<file path="config.mk">
export PLATFORM = sky130hd
export DESIGN_NAME = dma_burst_scheduler
export DESIGN_NICKNAME = d
export VERILOG_FILES = /design/src/rtl/dma_burst_scheduler.sv
export SDC_FILE = /design/constraint.sdc
export NUM_CORES = 1
export LEC_CHECK = 0
export BUFFER_PORTS_ARGS = -buffer_cell sky130_fd_sc_hd__clkbuf_2
export CELL_PAD_IN_SITES_DETAIL_PLACEMENT = 0
export CELL_PAD_IN_SITES_GLOBAL_PLACEMENT = 2
export CORE_MARGIN = 2
export CORE_UTILIZATION = 40
export DETAILED_ROUTE_END_ITERATION = 10
export PLACE_DENSITY = 0.77
export REMOVE_ABC_BUFFERS = 1
export SYNTH_ARGS = -nofsm -noshare
export SYNTH_HDL_FRONTEND = slang
export SYNTH_SLANG_ARGS = --single-unit
export TNS_END_PERCENT = 20
</file>
<file path="constraint.sdc">
create_clock -name ACLK -period 3.69 [get_ports ACLK]
set_input_delay 0.738 -clock ACLK [delete_from_list [all_inputs] [get_ports ACLK]]
set_output_delay 0.738 -clock ACLK [all_outputs]
set_load 0.005 [all_outputs]
</file>
<file path="src/rtl/dma_burst_scheduler.sv">
// rtl/dma_burst_scheduler.sv - splits one DMA copy into read/write bursts staged through a local FIFO
// Raises dma_irq when the whole copy has been written back.
module dma_burst_scheduler #(
  parameter int ADDR_W    = 32,
  parameter int DATA_W    = 32,
  parameter int LEN_W     = 4,
  parameter int MAX_BURST = 16,
  parameter int CNT_W     = 16
) (
  input  logic              ACLK,
  input  logic              ARESETn,
  input  logic              dma_en,
  input  logic [ADDR_W-1:0] dma_src,
  input  logic [ADDR_W-1:0] dma_dst,
  input  logic [CNT_W-1:0]  dma_len,
  input  logic              dma_start,
  output logic              dma_busy,
  output logic              dma_irq,
  output logic              rd_req,
  output logic [ADDR_W-1:0] rd_addr,
  output logic [LEN_W-1:0]  rd_len,
  input  logic              rd_ack,
  input  logic              rd_valid,
  input  logic [DATA_W-1:0] rd_data,
  input  logic              rd_last,
  output logic              wr_req,
  output logic [ADDR_W-1:0] wr_addr,
  output logic [LEN_W-1:0]  wr_len,
  input  logic              wr_ack,
  output logic [DATA_W-1:0] wr_data,
  output logic [DATA_W/8-1:0] wr_strb,
  input  logic              wr_pop,
  input  logic              wr_done,
  input  logic              wr_err,
  output logic              dma_err
);
  localparam int BEAT_W = $clog2(MAX_BURST + 1);
  localparam int PTR_W  = (MAX_BURST > 1) ? $clog2(MAX_BURST) : 1;

  typedef enum logic [2:0] {
    S_IDLE, S_RD_REQ, S_RD_DATA, S_WR_REQ, S_WR_DATA, S_WR_RESP, S_DONE
  } state_t;

  state_t r_state, w_next;

  logic [ADDR_W-1:0] r_src, r_dst;
  logic [CNT_W-1:0]  r_rem;
  logic [BEAT_W-1:0] r_beats, r_pop_cnt, r_count, w_beats;
  logic              r_rd_req, r_wr_req, r_busy, r_irq, r_err;
  logic [DATA_W-1:0] r_mem [MAX_BURST];
  logic [PTR_W-1:0]  r_wptr, r_rptr;
  logic              w_full, w_empty, w_push, w_pop, w_start, w_rd_hs, w_wr_hs, w_last_pop;

  assign w_beats    = (r_rem > CNT_W'(MAX_BURST)) ? BEAT_W'(MAX_BURST) : BEAT_W'(r_rem);
  assign w_start    = dma_start && dma_en && (r_state == S_IDLE);
  assign w_rd_hs    = r_rd_req && rd_ack;
  assign w_wr_hs    = r_wr_req && wr_ack;
  assign w_full     = (r_count == BEAT_W'(MAX_BURST));
  assign w_empty    = (r_count == '0);
  assign w_push     = (r_state == S_RD_DATA) && rd_valid && !w_full;
  assign w_pop      = wr_pop && !w_empty;
  // Completion counts the write master's pops, so a short read burst cannot stall the FSM.
  assign w_last_pop = (r_state == S_WR_DATA) && wr_pop && ((r_pop_cnt + 1'b1) == r_beats);

  always_comb begin
    w_next = r_state;
    case (r_state)
      S_IDLE:    if (w_start) w_next = (dma_len == '0) ? S_DONE : S_RD_REQ;
      S_RD_REQ:  if (w_rd_hs) w_next = S_RD_DATA;
      S_RD_DATA: if (rd_valid && rd_last) w_next = S_WR_REQ;
      S_WR_REQ:  if (w_wr_hs) w_next = S_WR_DATA;
      S_WR_DATA: if (w_last_pop) w_next = S_WR_RESP;
      S_WR_RESP: if (wr_done) w_next = (r_rem == CNT_W'(r_beats)) ? S_DONE : S_RD_REQ;
      S_DONE:    if (!dma_en) w_next = S_IDLE;
      default:   w_next = S_IDLE;
    endcase
  end

  always_ff @(posedge ACLK) begin
    if (ARESETn) begin
      r_state   <= S_IDLE;
      r_src     <= '0;
      r_dst     <= '0;
      r_rem     <= '0;
      r_beats   <= '0;
      r_pop_cnt <= '0;
      r_rd_req  <= 1'b0;
      r_wr_req  <= 1'b0;
      r_busy    <= 1'b0;
      r_irq     <= 1'b0;
      r_err     <= 1'b0;
      r_wptr    <= '0;
      r_rptr    <= '0;
      r_count   <= '0;
    end else begin
      r_state  <= w_next;
      r_busy   <= (w_next != S_IDLE) && (w_next != S_DONE);
      r_rd_req <= (r_state == S_RD_REQ) && !w_rd_hs;
      r_wr_req <= (r_state == S_WR_REQ) && !w_wr_hs;
      if (r_state == S_RD_REQ) r_beats <= w_beats;
      if (w_start) begin
        r_src <= dma_src;
        r_dst <= dma_dst;
        r_rem <= dma_len;
      end else if ((r_state == S_WR_RESP) && wr_done) begin
        r_src <= r_src + (ADDR_W'(r_beats) << 2);
        r_dst <= r_dst + (ADDR_W'(r_beats) << 2);
        r_rem <= r_rem - CNT_W'(r_beats);
      end
      if (r_state == S_WR_REQ) r_pop_cnt <= '0;
      else if ((r_state == S_WR_DATA) && wr_pop) r_pop_cnt <= r_pop_cnt + 1'b1;
      if ((w_next == S_DONE) && (r_state != S_DONE)) r_irq <= 1'b1;
      else if (!dma_en) r_irq <= 1'b0;
      if (w_start) r_err <= 1'b0;
      else if (wr_done && wr_err) r_err <= 1'b1;
      if (w_push) r_wptr <= (r_wptr == PTR_W'(MAX_BURST - 1)) ? '0 : r_wptr + 1'b1;
      if (w_pop) r_rptr <= (r_rptr == PTR_W'(MAX_BURST - 1)) ? '0 : r_rptr + 1'b1;
      case ({w_push, w_pop})
        2'b10:   r_count <= r_count + 1'b1;
        2'b01:   r_count <= r_count - 1'b1;
        default: r_count <= r_count;
      endcase
    end
  end

  always_ff @(posedge ACLK) begin
    if (w_push) r_mem[r_wptr] <= rd_data;
  end

  assign dma_busy = r_busy;
  assign dma_irq  = r_irq;
  assign dma_err  = r_err;
  assign rd_req   = r_rd_req;
  assign rd_addr  = r_rd_req ? r_src : '0;
  assign rd_len   = r_rd_req ? LEN_W'(r_beats - 1'b1) : '0;
  assign wr_req   = r_wr_req;
  assign wr_addr  = r_wr_req ? r_dst : '0;
  assign wr_len   = r_wr_req ? LEN_W'(r_beats - 1'b1) : '0;
  assign wr_data  = w_empty ? '0 : r_mem[r_rptr];
  assign wr_strb  = '1;

`ifndef SYNTHESIS
  a_no_overflow: assert property (@(posedge ACLK) disable iff (ARESETn)
    !((r_state == S_RD_DATA) && rd_valid && w_full));
  a_no_underflow: assert property (@(posedge ACLK) disable iff (ARESETn)
    !(wr_pop && w_empty));
`endif
endmodule

</file>
==> results.cfg, run 1 <==
[route]
route.vias.total = 15800
firstDrtPassIters = 5
drc = 0
wirelength_mm = 64.9
final_antenna_net_count = 0
wire_per_inst_um = 23.0
viasPerCell = 5.60
drt_iter0_markers = 1091

[floorplanning]
die-area_um2 = 68400
fp.dieW_um = 262
rows = 94
coreArea_um2 = 65700
design.portCount = 236
die_h_um = 262
start_util_pct = 40.4

[logic_synthesis]
synthAdderAreaFrac_pct = 1.53
synth_xor_area_share_pct = 1.15
synth_compound_area_share_pct = 5.72
synth_area_um2 = 26500
ys_ff_latch = 627
ys_warn_count = 0
synth.area.mux_share_pct = 13.8
yosys.area_share.simple_pct = 9.18
synth-seq-area-share_pct = 66.6
synthFlopType = edfxtp_1
ys_async_sr_fraction_pct = 0
synthCells = 1649
synth_top_family_by_area = multiplexers
avgSynthCellArea_um2 = 16.1
ys_types = 78
synth_edf_count = 512

[worst_setup_path]
cp.arrival_ns = 2.82
r2r_setup_slack_ns = 0.68
crit_required_ns = 2.95
start_kind = flop
end_kind = output pin
crit_fanout = 52
critical_path_class = reg -> out

[clock_network]
cts_htree_levels = 3
tritoncts = yes
clkSlewWorstSetupHoldPaths_ns = 0.05
cts_buffers = 68
clkSinkCount = 627
postCtsSetupBuffers = 0
clk_latency_ns = 0.61
ctsLongestPathBuffers = 3
holdBufCountCts = 0
clock-root-buffer = clkbuf_16

[sta]
max-slew-margin-rel_pct = 47.3
timing.hold.ws_ns = 0.357
tightestPinTransition_ns = 0.791
fin_skew_ns = 0.0225
hold_violations = 0
finalCriticalPeriod_ns = 3.55
slew_viol_final = 0
rsz0062_at_grt = true
fmax_mhz = 281
period_share_pct = 96.3
setup_violations = 0

[grt]
grt_pass1_vias = 16400
grtUsageTotal_pct = 19.2
grt_start_max_net_pins = 91
overflow = 0
antenna_found_initial = 4
grt_pass1_wl_mm = 99.1

[pwr]
ir_worst_vdd_v = 0.000341
p_leak_nw = 10.3
p_per_area_nw_per_um2 = 483

[layout]
drive_gt1_share_pct = 29.0
final_core_utilization_pct = 47.6
syn2layout_area_growth_pct = 18.0
nNetsFinal = 2056

[hold_path]
min_path_type = in -> reg

[run]
max-cap-violations = 0

[placed_design]
port_buffers = 231
place.gp.congestion = 0.799
detailed_place_hpwl_mm = 38.6

[status]
outcome = finished, final reports clean
-- logic make-up after synthesis --
group | Yosys count
xor+xnor | 35
fa+ha+maj | 30
flops | 627
compound gates | 219
other cells | 1
buf+inv | 130
simple gates | 441
mux | 166
-- where the power goes --
| part | switching (mW) | internal, mW | leakage (nW) |
|---|---|---|---|
| Sequential | 0.0657 | 7.69 | 5.54 |
| Clock | 2.79 | 4.07 | 1.10 |
| Combinational | 0.312 | 0.182 | 3.64 |
| Total | 3.17 | 11.9 | 10.3 |
-- synth_stat cells (6+ instances only) --
| cell | n | share of area [%] |
|---|---|---|
| dfxtp_1 | 115 | 8.7 |
| and3_1 | 16 | 0.38 |
| or3_1 | 22 | 0.52 |
| a211oi_1 | 15 | 0.42 |
| nor3_1 | 17 | 0.32 |
| o21ai_0 | 17 | 0.32 |
| nor2_1 | 72 | 1.0 |
| mux4_2 | 160 | 14 |
| a22oi_1 | 21 | 0.59 |
| nand2b_1 | 7 | 0.16 |
| and4_1 | 7 | 0.23 |
| a21o_1 | 6 | 0.17 |
| clkbuf_1 | 68 | 0.96 |
| a311oi_1 | 6 | 0.20 |
| nand4_1 | 13 | 0.31 |
| nand3_1 | 23 | 0.43 |
| a221oi_1 | 8 | 0.26 |
| nor4_1 | 14 | 0.33 |
| nand2_1 | 82 | 1.2 |
| buf_4 | 6 | 0.17 |
| inv_1 | 38 | 0.54 |
| or4_1 | 10 | 0.28 |
| o311ai_0 | 11 | 0.36 |
| and2_1 | 111 | 2.6 |
| xnor2_1 | 16 | 0.53 |
| edfxtp_1 | 512 | 58 |
| ha_1 | 26 | 1.2 |
| a31oi_1 | 36 | 0.85 |
| nor2b_1 | 18 | 0.42 |
| buf_2 | 14 | 0.26 |
| xor2_1 | 19 | 0.63 |
| a21oi_1 | 37 | 0.70 |
| o211ai_1 | 26 | 0.74 |
-- layer usage --
metal  vias up  track usage [%]  routed length (um)
met5         -                0                  12
met1      8142             26.0               28100
met4         2             5.45                1530
met2       463             31.9               31700
li1       7077                -                   -
met3       109             3.48                3460
-- layout make-up --
type | count | area [um2]
diodes | 2 | 5.00
repair buffers | 273 | 1750
well taps | 864 | 1080
flip-flops and latches | 627 | 17700
clock inverters | 35 | 453
fillers | 5657 | 34400
multi-input cells | 895 | 8380
clock buffers | 88 | 1820
inverters | 38 | 143
-- stage by stage --
stage | power, mW | std cells | TNS (ns) | worst slack [ns] | area, um2
3_5_place_dp | 8.40 | 2697 | 0 | 0.542 | 29000
6_report | 15.1 | 2822 | 0 | 0.136 | 31300
5_1_grt | 15.6 | 2820 | -0.0665 | -0.0266 | 31300
4_1_cts | 15.3 | 2820 | 0 | 0.0109 | 31300
2_1_floorplan | 8.12 | 1560 | -115.92 | -3.62 | 26200
3_3_place_gp | 8.39 | 2697 | 0 | 0.590 | 29000
-- state kept, by name, summed over array words and instances, names as in the netlist, 3 cells and up, named ones only --
register	count
r_count	5
r_pop_cnt	5
r_rem	16
r_rptr	4
r_beats	5
r_dst	32
r_src	32
r_mem	512
r_state	3
r_wptr	4
-- critical path: stages, from the launching register on --
cell and delay [ns]:
dfxtp_4 0.46, buf_16 0.39, mux4_2 0.56, mux4_2 0.51, and2_1 0.17, clkbuf_2 0.11
-- cell usage in the layout, fill, tap and decap left out, types with 16 or more instances in the layout --
cell,n
a21oi_1,37
a22oi_1,21
a31oi_1,36
and2_1,98
buf_12,20
buf_4,20
clkbuf_1,16
clkbuf_16,68
clkbuf_2,230
dfxtp_1,111
edfxtp_1,512
ha_1,26
inv_1,38
mux4_2,160
nand2_1,82
nand3_1,23
nor2_1,71
nor2b_1,18
nor3_1,17
o211ai_1,26
o21ai_0,17
or3_1,22
xnor2_1,16
xor2_1,19
-- path summary, 6_finish.rpt --
path	start	to	cells after the start
setup reg to reg	r_beats[0]	r_src[24]	10
hold reg to reg	r_src[1]	r_src[1]	2
hold / removal	dma_src[1]	r_src[1]	3
setup / recovery	flop	wr_data[5]	5
-- what timing repair did --
item                       4_1_cts  5_1_grt
setup endpoints to repair        0       14
hold endpoints to repair         0        0
resized for setup                0        4
No activity file was read; power rests on OpenSTA's default activity.
==> run 2, diff against run 1 <==
--- a/config.mk
+++ b/config.mk
@@ -12,6 +12,7 @@
 export CORE_UTILIZATION = 40
 export DETAILED_ROUTE_END_ITERATION = 10
 export PLACE_DENSITY = 0.77
+export RECOVER_POWER = 100
 export REMOVE_ABC_BUFFERS = 1
 export SYNTH_ARGS = -nofsm -noshare
 export SYNTH_HDL_FRONTEND = slang
==> results.cfg, run 2 (synthesis gave the netlist of run 1 again) <==
[status]
outcome = finished with violations
violations = max-capacitance violations, max-slew violations

[layout]
largest_register_ffs = 512
nNetsFinal = 2056
largest_register = r_mem
syn2layout_area_growth_pct = 16.9
finalInstanceArea_um2 = 31000
final_cell_mix = edfxtp_1, clkbuf_2, mux4_2
largest_registers = r_mem (512), r_dst (32), r_src (32)
fillerInstances = 5691
drive_gt1_share_pct = 26.0
final_common_cell = edfxtp_1

[hold_path]
min_path_type = in -> reg

[sta]
finalCriticalPeriod_ns = 3.57
finalWorstSetupSlack_ns = 0.115
timing.hold.ws_ns = 0.357
setup_violations = 0
period_share_pct = 96.9
tightestPinTransition_ns = 1.61
rsz0062_at_grt = true
hold_violations = 0
max-slew-margin-rel_pct = -7.62
fin_skew_ns = 0.0211
slew_viol_final = 104
fmax_mhz = 280

[route]
wl_met1_mm = 28.1
wl_met2_mm = 31.7
wire_per_inst_um = 23.0
drt_iter0_markers = 1072
route.vias.total = 15800
viasPerCell = 5.58
final_antenna_net_count = 0
firstDrtPassIters = 7
wirelength_mm = 64.8
highest_layer = met5
met3_length_mm = 3.46
drc = 0

[clock_network]
postCtsSetupBuffers = 0
clock-root-buffer = clkbuf_16
tritoncts = yes
clkSinkCount = 627
holdBufCountCts = 0
clk_latency_ns = 0.61
clkSlewWorstSetupHoldPaths_ns = 0.05
cts_buffers = 68
cts_htree_levels = 3
ctsLongestPathBuffers = 3

[floorplanning]
design.portCount = 236
start_util_pct = 40.4
coreArea_um2 = 65700
fp.dieW_um = 262
die_h_um = 262
die-area_um2 = 68400
rows = 94

[grt]
grtUsageTotal_pct = 19.2
grt_start_max_net_pins = 91
antenna_found_initial = 4
grt_pass1_vias = 16400
grt_pass1_wl_mm = 99.1
overflow = 0

[placed_design]
placed_area_um2 = 29000
place.gp.congestion = 0.799
dp_worst_setup_slack_ns = 0.542
detailed_place_hpwl_mm = 38.6
port_buffers = 231

[worst_setup_path]
cp.arrival_ns = 2.84
end_kind = output pin
critical_path_class = reg -> out
crit_fanout = 52
start_kind = flop
crit_required_ns = 2.95

[pwr]
p_per_area_nw_per_um2 = 487
total_power_mw = 15.1
ir_worst_vdd_v = 0.000340
p_leak_nw = 10.0

[run]
max-cap-violations = 2
## run 2: changes by cell type in the layout (fill, tap and decap cells not counted), moves of 3 or more
cell / previous run / this run
and2_0: 2 / 62
and3_1: 12 / 15
and3_2: 4 / 1
clkbuf_2: 230 / 201
and2_1: 98 / 41
clkbuf_1: 16 / 67
buf_12: 20 / 8
buf_4: 20 / 10
and2_2: 13 / 10
## run 2: stage by stage
step / instances / TNS (ns) / utilization [%]
final: 2822 / 0 / 47.2
after floorplan: 1560 / -115.92 / -
after detailed placement: 2697 / 0 / 44.1
after CTS: 2820 / 0 / 47.6
after global routing: 2820 / -0.0665 / 47.2
after global placement: 2697 / 0 / 44.1
## run 2: layer usage
metal / vias to the layer above / global-route usage [%]
li1: 7081 / -
met5: - / 0
met3: 106 / 3.48
met2: 454 / 31.9
met4: 2 / 5.45
met1: 8110 / 26.0
## run 2: final timing paths
path,from,end,slack [ns],depth (start not counted)
worst max register to register,r_beats[0],r_src[24],0.27,10
worst min-delay path,dma_src[1],r_src[1],0.36,3
worst max-delay path,flop,wr_data[5],0.12,5
worst min register to register,r_dst[1],r_dst[1],0.45,2
## run 2: power breakdown
| part | switching (mW) | internal (mW) | total [mW] | leakage (nW) |
|---|---|---|---|---|
| logic | 0.309 | 0.175 | 0.484 | 3.37 |
| clock network | 2.78 | 4.07 | 6.85 | 1.10 |
| registers | 0.0664 | 7.69 | 7.76 | 5.54 |
| total | 3.16 | 11.9 | 15.1 | 10.0 |
## run 2: cell type report
| type | instances | area, um2 | share of cell area, % |
|---|---|---|---|
| sequential | 627 | 17700 | 57.0 |
| multi-input combinational | 895 | 8360 | 26.9 |
| clock buffer | 88 | 1820 | 5.86 |
| timing repair buffer | 273 | 1480 | 4.78 |
| tap | 864 | 1080 | 3.48 |
| clock inverter | 35 | 453 | 1.46 |
| inverter | 38 | 143 | 0.460 |
| antenna | 2 | 5.00 | 0.0161 |
## run 2: critical path: stages, from the launching register on
cell      delay, ns
dfxtp_4        0.46
buf_16         0.38
mux4_2         0.56
mux4_2         0.52
and2_1         0.18
clkbuf_2       0.11
## run 2: timing repair
item,4_1_cts,5_1_grt
hold endpoints to repair,0,0
gates resized for setup,0,4
setup endpoints to repair,0,14
==> run 3, diff against run 2 <==
--- a/config.mk
+++ b/config.mk
@@ -5,13 +5,15 @@
 export SDC_FILE = /design/constraint.sdc
 export NUM_CORES = 1
 export LEC_CHECK = 0
+export ABC_AREA = 1
+export ABC_CLOCK_PERIOD_IN_PS = 3690
 export BUFFER_PORTS_ARGS = -buffer_cell sky130_fd_sc_hd__clkbuf_2
 export CELL_PAD_IN_SITES_DETAIL_PLACEMENT = 0
 export CELL_PAD_IN_SITES_GLOBAL_PLACEMENT = 2
 export CORE_MARGIN = 2
-export CORE_UTILIZATION = 40
+export CORE_UTILIZATION = 39
 export DETAILED_ROUTE_END_ITERATION = 10
-export PLACE_DENSITY = 0.77
+export PLACE_DENSITY = 0.83
 export RECOVER_POWER = 100
 export REMOVE_ABC_BUFFERS = 1
 export SYNTH_ARGS = -nofsm -noshare
==> results.cfg, run 3 <==
[sta]
finalWorstSetupSlack_ns = 0.226
max-slew-margin-rel_pct = -7.27
finalCriticalPeriod_ns = 3.46
setup_violations = 0
fmax_mhz = 289
fin_skew_ns = 0.0235
rsz0062_at_grt = false
slew_viol_final = 31
timing.hold.ws_ns = 0.364
period_share_pct = 93.9
finalSetupTns_ns = 0
tightestPinTransition_ns = 1.61
hold_violations = 0

[run]
max-cap-violations = 1

[worst_setup_path]
crit_required_ns = 2.95
r2r-start = r_state[0]
start_kind = flop
critical_path_class = reg -> out
reg2regPathDepth = 7
cp.arrival_ns = 2.73
crit_fanout = 29
r2r_setup_slack_ns = 0.36
path_cells = clkbuf_2 -> o21ai_0 -> o22ai_1 -> nor2_1 -> nor2_1 -> o21ai_1 -> a21oi_1 -> clkbuf_2
r2r_end = r_dst[16]
cpPeakStageDelay_ns = 0.56
cpMaxStageDelayCell = dfxtp_4
end_kind = output pin

[layout]
final_cell_mix = edfxtp_1, nor2_1, nand2_1
nNetsFinal = 3136
finalInstanceArea_um2 = 32400
final_core_utilization_pct = 45.4
final_common_cell = edfxtp_1
largest_register_ffs = 512
drive_gt1_share_pct = 11.4
syn2layout_area_growth_pct = 15.6
fillerInstances = 6807
largest_registers = r_mem (512), r_dst (32), r_src (32)
largest_register = r_mem
antenna_cells = 0
layoutNonFillerInstCount = 3989

[logic_synthesis]
ys_warn_count = 0
synth_area_leader_cell = edfxtp_1
ys_async_sr_fraction_pct = 0
ys_types = 55
synth_area_um2 = 28000
synth_xor_area_share_pct = 0.874
synthFlopType = edfxtp_1
synth.area.mux_share_pct = 0
synthCells = 2781
synth.top_cells.by_count = edfxtp_1, nor2_1, nand2_1, o21ai_0, inv_1
ys_ff_latch = 627
synth_edf_count = 512
synth-seq-area-share_pct = 63.0
synth_top_family_by_area = simple AND/OR/NAND/NOR gates
synth_compound_area_share_pct = 13.1
yosys.area_share.simple_pct = 15.8
synthAdderAreaFrac_pct = 1.45
synth.top_cell.area_share_pct = 54.8
avgSynthCellArea_um2 = 10.1
yosysMostFrequentCell = edfxtp_1
ys_top_cells_by_area = edfxtp_1, dfxtp_1, nor2_1

[grt]
antenna_found_initial = 5
grtUsageTotal_pct = 21.4
gr-usage-met2_pct = 36.2
grt_most_used_layer = met2
grt_pass1_wl_mm = 123
grtUsageMet3_pct = 3.81
grt_pass1_vias = 21200
overflow = 0
met1_usage_pct = 27.6
grt_start_max_net_pins = 120

[clock_network]
tritoncts = yes
clkSlewWorstSetupHoldPaths_ns = 0.06
clk_latency_ns = 0.61
holdBufCountCts = 0
cts_htree_levels = 3
cts_buffers = 70
clock-root-buffer = clkbuf_16
cts-resized-gates = 0
postCtsSetupBuffers = 0
ctsLongestPathBuffers = 3
clkSinkCount = 627

[pwr]
ir_worst_vdd_v = 0.000408
p_leak_nw = 11.9
p_per_area_nw_per_um2 = 593
total_power_mw = 19.2

[placed_design]
placed_area_um2 = 30500
port_buffers = 231
place.gp.congestion = 0.855
dp_worst_setup_slack_ns = 0.759
detailed_place_hpwl_mm = 48.0
dp.cells = 3861

[floorplanning]
design.portCount = 236
fp.dieW_um = 272
rows = 98
start_util_pct = 39.3
die_h_um = 272
die-area_um2 = 74100
coreArea_um2 = 71400

[route]
route.vias.total = 21400
wire_per_inst_um = 20.2
drc = 0
viasPerCell = 5.37
final_antenna_net_count = 0
wirelength_mm = 80.4
drt_iter0_markers = 1720
firstDrtPassIters = 5

[status]
violations = max-capacitance violations, max-slew violations
outcome = finished with violations

[hold_path]
min_path_type = in -> reg
hold-path-endpoint = r_dst[9]
hold_depth = 3
min_from = dma_dst[9]
[run 3: report_power, final]
group / switching [mW] / internal, mW
sequential: 0.186 / 7.75
clock: 2.90 / 4.02
combinational: 2.94 / 1.44
[run 3: how the worst max path moves through the flow]
| stage | endpoint | depth (start not counted) |
|---|---|---|
| finish | wr_data[20] | 8 |
| global route | wr_data[20] | 8 |
| CTS | wr_data[5] | 7 |
| detailed placement | wr_data[5] | 7 |
| global placement | wr_data[13] | 7 |
| floorplan | wr_data[0] | 7 |
[run 3: kinds of logic (layout without fill, tap and decap cells)]
kind of cell               Yosys count  after routing
xor gates and xnor gates            28             28
and+or+nand+nor                   1070           1070
AOI/OAI and AO/OA                  639            639
buffers and inverters              386            641
other                                1              4
adders and majority gates           30             30
DFF                                627            627
[run 3: layout make-up]
| type | count | area (um2) | share of cell area, % |
|---|---|---|---|
| inverter | 230 | 876 | 2.70 |
| sequential | 627 | 17700 | 54.6 |
| timing repair buffer | 283 | 1570 | 4.84 |
| tap | 950 | 1190 | 3.67 |
| multi-input combinational | 1771 | 8820 | 27.2 |
| clock buffer | 84 | 1840 | 5.67 |
| clock inverter | 44 | 438 | 1.35 |
[run 3: routing by layer]
| metal | routed length (um) | vias to the layer above | part of all wire [%] |
|---|---|---|---|
| met5 | 67 | - | 0.083 |
| met4 | 2080 | 10 | 2.6 |
| met3 | 4870 | 132 | 6.1 |
| met2 | 39000 | 633 | 48 |
| met1 | 34400 | 10500 | 43 |
| li1 | - | 10200 | - |
[run 3: critical path, delay by kind of cell, from the launching register on]
| family | cells | cell delay [ns] |
|---|---|---|
| buffers and inverters | 2 | 0.71 |
| AOI/OAI and AO/OA | 4 | 0.67 |
| DFF | 1 | 0.56 |
| and+or+nand+nor | 2 | 0.15 |
